<file path="src/rtl/register_write_arbiter_pkg.sv">
// Constants shared between the write arbiter and the register bank it feeds.
package register_write_arbiter_pkg;
  localparam int DATA_WIDTH     = 32;
  localparam int REG_ADDR_WIDTH = 4;
  localparam logic [REG_ADDR_WIDTH-1:0] ZERO_REG = '0;
endpackage

</file>
<file path="src/rtl/register_write_arbiter_rr_select.sv">
// Round-robin selector: one-hot grant of the first request found after ptr_i.
module rr_select #(
  parameter int N  = 3,
  parameter int PW = (N > 1) ? $clog2(N) : 1
) (
  input  logic [N-1:0]  req_i,
  input  logic [PW-1:0] ptr_i,
  output logic [N-1:0]  grant_o,
  output logic          valid_o
);

  int idx;

  always_comb begin
    grant_o = '0;
    valid_o = 1'b0;
    idx     = 0;
    // ptr_i itself is visited last, so the previous winner has lowest priority.
    for (int i = 1; i <= N; i++) begin
      idx = int'(ptr_i) + i;
      if (idx >= N) idx = idx - N;
      if (!valid_o && req_i[idx[PW-1:0]]) begin
        grant_o[idx[PW-1:0]] = 1'b1;
        valid_o              = 1'b1;
      end
    end
  end

endmodule

</file>
<file path="src/rtl/register_write_arbiter.sv">
// Per-requester single-entry holding slots, round-robin drained into one
// register-bank write port; writes to register 0 are swallowed on acceptance.
module register_write_arbiter #(
  parameter int NUM_REQ        = 3,
  parameter int DATA_WIDTH     = register_write_arbiter_pkg::DATA_WIDTH,
  parameter int REG_ADDR_WIDTH = register_write_arbiter_pkg::REG_ADDR_WIDTH
) (
  input  logic                               clk,
  input  logic                               reset,
  input  logic                               flush,
  input  logic [NUM_REQ-1:0]                 reqValid,
  output logic [NUM_REQ-1:0]                 reqReady,
  input  logic [NUM_REQ*REG_ADDR_WIDTH-1:0]  reqRegNum,
  input  logic [NUM_REQ*DATA_WIDTH-1:0]      reqData,
  output logic [REG_ADDR_WIDTH-1:0]          wRegNum,
  output logic [DATA_WIDTH-1:0]              wDataIn,
  output logic                               writeEnable,
  output logic [2**REG_ADDR_WIDTH-1:0]       pendingMask
);
  import register_write_arbiter_pkg::*;

  localparam int PW = (NUM_REQ > 1) ? $clog2(NUM_REQ) : 1;
  localparam logic [REG_ADDR_WIDTH-1:0] ZREG = REG_ADDR_WIDTH'(ZERO_REG);

  logic [NUM_REQ-1:0]        slot_valid_q;
  logic [REG_ADDR_WIDTH-1:0] slot_reg_q  [NUM_REQ];
  logic [DATA_WIDTH-1:0]     slot_data_q [NUM_REQ];
  logic [PW-1:0]             rr_ptr_q, rr_ptr_d;
  logic [NUM_REQ-1:0]        grant;
  logic                      grant_valid;
  logic [NUM_REQ-1:0]        fire;
  logic                      write_en;

  rr_select #(.N(NUM_REQ), .PW(PW)) u_rr_select (
    .req_i   (slot_valid_q),
    .ptr_i   (rr_ptr_q),
    .grant_o (grant),
    .valid_o (grant_valid)
  );

  assign write_en    = grant_valid & ~flush;
  assign writeEnable = write_en;
  // Gated by reset so nothing looks acceptable while the slots are held clear.
  assign reqReady    = {NUM_REQ{reset & ~flush}} & (~slot_valid_q | grant);
  assign fire        = reqValid & reqReady;

  for (genvar gi = 0; gi < NUM_REQ; gi++) begin : g_slot
    logic                      valid_q, valid_d;
    logic [REG_ADDR_WIDTH-1:0] reg_q, reg_d;
    logic [DATA_WIDTH-1:0]     data_q, data_d;
    logic [REG_ADDR_WIDTH-1:0] in_reg;

    assign in_reg            = reqRegNum[gi*REG_ADDR_WIDTH +: REG_ADDR_WIDTH];
    assign slot_valid_q[gi]  = valid_q;
    assign slot_reg_q[gi]    = reg_q;
    assign slot_data_q[gi]   = data_q;

    always_comb begin
      valid_d = valid_q;
      reg_d   = reg_q;
      data_d  = data_q;
      if (flush) begin
        valid_d = 1'b0;
      end else if (fire[gi]) begin
        valid_d = (in_reg != ZREG);
        reg_d   = in_reg;
        data_d  = reqData[gi*DATA_WIDTH +: DATA_WIDTH];
      end else if (grant[gi]) begin
        valid_d = 1'b0;
      end
    end

    always_ff @(posedge clk or negedge reset) begin
      if (!reset) begin
        valid_q <= 1'b0;
        reg_q   <= '0;
        data_q  <= '0;
      end else begin
        valid_q <= valid_d;
        reg_q   <= reg_d;
        data_q  <= data_d;
      end
    end
  end

  always_comb begin
    wRegNum  = '0;
    wDataIn  = '0;
    rr_ptr_d = rr_ptr_q;
    for (int k = 0; k < NUM_REQ; k++) begin
      if (write_en && grant[k]) begin
        wRegNum  = slot_reg_q[k];
        wDataIn  = slot_data_q[k];
        rr_ptr_d = PW'(k);
      end
    end
  end

  always_comb begin
    pendingMask = '0;
    for (int k = 0; k < NUM_REQ; k++) begin
      if (slot_valid_q[k]) pendingMask[slot_reg_q[k]] = 1'b1;
    end
    pendingMask[ZREG] = 1'b0;
  end

  // Reset pointer sits on the last requester so requester 0 wins first.
  always_ff @(posedge clk or negedge reset) begin
    if (!reset) rr_ptr_q <= PW'(NUM_REQ - 1);
    else        rr_ptr_q <= rr_ptr_d;
  end

endmodule

</file>
<file path="config.mk">
export PLATFORM = sky130hd
export DESIGN_NAME = register_write_arbiter
export DESIGN_NICKNAME = d
export VERILOG_FILES = /design/src/rtl/register_write_arbiter_pkg.sv /design/src/rtl/register_write_arbiter_rr_select.sv /design/src/rtl/register_write_arbiter.sv
export SDC_FILE = /design/constraint.sdc
export NUM_CORES = 1
export LEC_CHECK = 0
export ABC_AREA = 1
export BUFFER_PORTS_ARGS = -buffer_cell sky130_fd_sc_hd__buf_2
export CORE_MARGIN = 4
export CORE_UTILIZATION = 32
export CTS_BUF_LIST = sky130_fd_sc_hd__clkbuf_4 sky130_fd_sc_hd__clkbuf_8
export CTS_CLUSTER_DIAMETER = 120
export CTS_CLUSTER_SIZE = 24
export DETAILED_ROUTE_END_ITERATION = 6
export GPL_TIMING_DRIVEN = 0
export PLACE_DENSITY = 0.54
export SLEW_MARGIN = 20
export SYNTH_ARGS = -nofsm -noshare
export SYNTH_HDL_FRONTEND = slang
export SYNTH_SLANG_ARGS = --single-unit
</file>
<file path="constraint.sdc">
create_clock -name clk -period 2.9 [get_ports clk]
set_clock_uncertainty 0.05 [all_clocks]
set_input_delay 0.145 -clock clk [delete_from_list [all_inputs] [get_ports clk]]
set_output_delay 0.145 -clock clk [all_outputs]
set_load 0.02 [all_outputs]
</file>
==> results.py <==
metrics = {
    "pwr": {
        "p_leak_nw": 5.59,
        "power_mw": 9.99,
        "irDropWorstVdd_v": 0.000411,
        "powerDensity_nw_per_um2": 936,
    },
    "global_routing": {
        "grtUsageTotal_pct": 22.9,
        "grt_pass1_vias": 7727,
        "grt_max_degree": 61,
        "grt_pass1_wl_microns": 40100,
        "grt-ovfl-total": 0,
        "grt_antenna_before_repair": 0,
    },
    "sta": {
        "rsz0062_at_grt": "true",
        "relSlewSlack_pct": 59.0,
        "setup_viol": 36,
        "hold_violations": 0,
        "fmax_ghz": 0.333,
        "drv_slew": 0,
        "fin_crit_sh_pct": 103,
        "max_slew.worst_pin.slew_ps": 611,
        "setup_ws_ps": -99.4,
        "fin_crit_ps": 3000,
    },
    "routing": {
        "wl_per_cell_microns": 17.0,
        "vias": 7423,
        "wl_microns": 25700,
        "route.detailed.drc": 0,
        "vias_per_cell": 4.91,
        "antenna_left": 0,
        "drt-initial-drc-count": 450,
        "drt_first_pass_iters": 5,
    },
    "clock_network": {
        "root_buffer": "clkbuf_8",
        "path_clk_slew_ps": 80,
        "cts_sinks": 113,
        "htree_levels": 4,
        "cts_tree": "yes",
        "clockBufferDepth": 2,
        "cts_inserted_buffers": 17,
        "worstSkewPairLatency_ps": 450,
    },
    "logic_synthesis": {
        "synth_commonest_cells": "245 x nand2_1, 138 x inv_1, 112 x dfrtp_1",
        "synth_top_cells_by_area": "dfrtp_1 43%, nand2_1 14%, inv_1 8.0%",
        "ys_types": 38,
        "syn_inst": 899,
        "synth_fp_nets": 1019,
        "synthArstFlopShare_pct": 100,
        "synth_most_common_cell": "nand2_1",
        "synth-main-ff-cell": "dfrtp_1",
        "synth_top_area_share_pct": 43.2,
        "avgSynthCellArea_sq_um": 7.21,
        "yosysTopAreaCell": "dfrtp_1",
        "synth.cell_area_sq_um": 6480,
        "synth_warnings": 0,
        "yosysSeqAreaShare_pct": 43.6,
        "ys_seq_elements": 113,
        "synth_edf_count": 0,
    },
    "worst_setup_path": {
        "critPathMaxStageDelay_ps": 560,
        "endpoint": "wDataIn[15]",
        "cp_cell_sequence": "inv_4 -> ha_4 -> nand2_4 -> nand2_2 -> nor2_1 -> a21oi_2 -> buf_4 -> nand3_4 -> nand2_8 -> clkbuf_16 -> nor2_2 -> nand3_1 -> nand3_2 -> buf_6",
        "cp_slowest_cell": "dfstp_2",
        "r2r_setup_slack_ps": 190,
        "crit_type": "reg -> out",
        "critPathCaptureType": "primary output",
        "cp.arrival_ps": 2800,
        "setup.worst_path.start": "rr_ptr_q[1]",
        "cp.required_ps": 2710,
        "reg2reg_depth": 16,
        "timing.rr.end": "g_slot[2].data_q[16]",
        "critPathLaunchType": "flop",
        "reg2reg_from": "rr_ptr_q[1]",
        "cp_max_fo": 8,
    },
    "cells_and_area": {
        "diodes": 0,
        "postLayoutCoreUtil_pct": 54.1,
        "drive_gt1_share_pct": 33.3,
        "fin_nets": 1355,
        "syn2layout_area_growth_pct": 64.7,
    },
    "die": {
        "row_count": 51,
        "die_h_microns": 150,
        "die_area_sq_um": 22600,
        "core_area_sq_um": 19700,
        "ios": 170,
        "start_util_pct": 32.9,
        "die_w_microns": 150,
    },
    "placed_design": {
        "portBuffers": 168,
        "dp_hpwl_microns": 17100,
        "place.gp.congestion": 0.894,
    },
    "outcome": {
        "failed_checks": "setup timing",
        "status": "finished, violations left",
    },
    "min_path": {
        "hp-class": "in -> reg",
    },
    "run": {
        "maxCapViolations": 0,
    },
}
[kinds of logic (layout without fill, tap and decap cells)]
logic type,Yosys count,count (layout),synth area share (%)
AO/OA/AOI/OAI,89,89,7.61
flip-flops,113,113,43.6
AND/OR/NAND/NOR,492,493,34.6
other,1,1,0.0579
adder cells (fa/ha/maj),6,6,1.16
buffers and inverters,198,546,12.9
[critical path, delay by kind of cell (launching register included)]
kind                       cells  cell delay [ps]
DFF                            1              560
adders and majority gates      1              350
buffers and inverters          4              540
AOI/OAI and AO/OA              1              140
and+or+nand+nor                8              760
[cell usage in the layout (no fill, tap or decap), drive strengths merged]
cell / Yosys / routed
dfrtp: 112 / 112
nor2: 66 / 66
o311ai: 1 / 1
o31ai: 1 / 1
conb: 1 / 1
clkinv: 1 / 6
o211ai: 2 / 2
a31oi: 1 / 1
inv: 141 / 141
nand3: 96 / 96
o21ai: 75 / 75
or4: 1 / 1
a21oi: 2 / 2
bufinv: 0 / 1
o221ai: 3 / 3
nand2: 249 / 250
o21bai: 1 / 1
nand4: 76 / 76
nor3: 2 / 2
nor4: 2 / 2
a32oi: 1 / 1
clkinvlp: 0 / 3
ha: 6 / 6
a22oi: 1 / 1
dfstp: 1 / 1
clkbuf: 14 / 40
buf: 42 / 244
o2bb2ai: 1 / 1
dlygate4sd3: 0 / 111
[worst min-delay path by stage]
stage / cells after the start / startpoint / to / slack [ps]
2_1_floorplan: 0 / reset / g_slot[0].data_q[0] / -200
3_3_place_gp: 3 / reqData[32] / g_slot[1].data_q[0] / 340
3_5_place_dp: 1 / reset / g_slot[0].data_q[19] / 100
4_1_cts: 4 / reqValid[2] / g_slot[2].data_q[2] / 40
5_1_grt: 4 / reqValid[2] / g_slot[2].data_q[2] / 50
6_report: 4 / reqValid[2] / g_slot[2].data_q[2] / 50
[where the power goes]
group | internal, mW | switching (mW) | total, mW
clock network | 0.781 | 0.697 | 1.48
logic | 2.73 | 3.40 | 6.13
registers | 2.05 | 0.339 | 2.39
[metrics by stage]
step           setup WS (ps)  std cells  setup TNS [ps]  area, sq um  hold slack, ps
3_3_place_gp           -1030       1332          -95040         7650             337
3_5_place_dp            -184       1333           -4810         7690             101
2_1_floorplan            384        899               0         6480            -201
5_1_grt                 -229       1513           -7320        10700            51.0
6_report               -99.4       1513           -2740        10700            49.3
4_1_cts                 -109       1500           -3170        10100            35.0
[flip-flops by register name, indices dropped and copies added, names as in the netlist]
register and flops:
g_slot.data_q 96, g_slot.reg_q 12, g_slot.valid_q 3, rr_ptr_q 2
[timing repair]
| action | in CTS | in global routing |
|---|---|---|
| hold endpoints to repair | 163 | 0 |
| endpoints found under the setup margin | 40 | 38 |
| setup buffers | 22 | 9 |
| pin swaps | 15 | 34 |
| hold buffers | 111 | 0 |
| gates cloned | 3 | 4 |
| resized for setup | 202 | 95 |
[per-layer routing]
| layer | routed length [microns] | track usage (%) |
|---|---|---|
| met5 | 0 | 0 |
| met4 | 603 | 7.82 |
| met3 | 1410 | 4.36 |
| met2 | 12700 | 39.7 |
| met1 | 11000 | 28.6 |
[final cells by class]
type,count,area (sq um)
well taps,265,332
plain buffers,55,512
multi-input cells,589,3420
flip-flops and latches,113,2830
clock inverters,9,81.3
clock buffers,23,304
fillers,1857,9040
inverters,142,558
repair buffers,317,2640
Note: power is estimated with default switching activity, not from simulation.
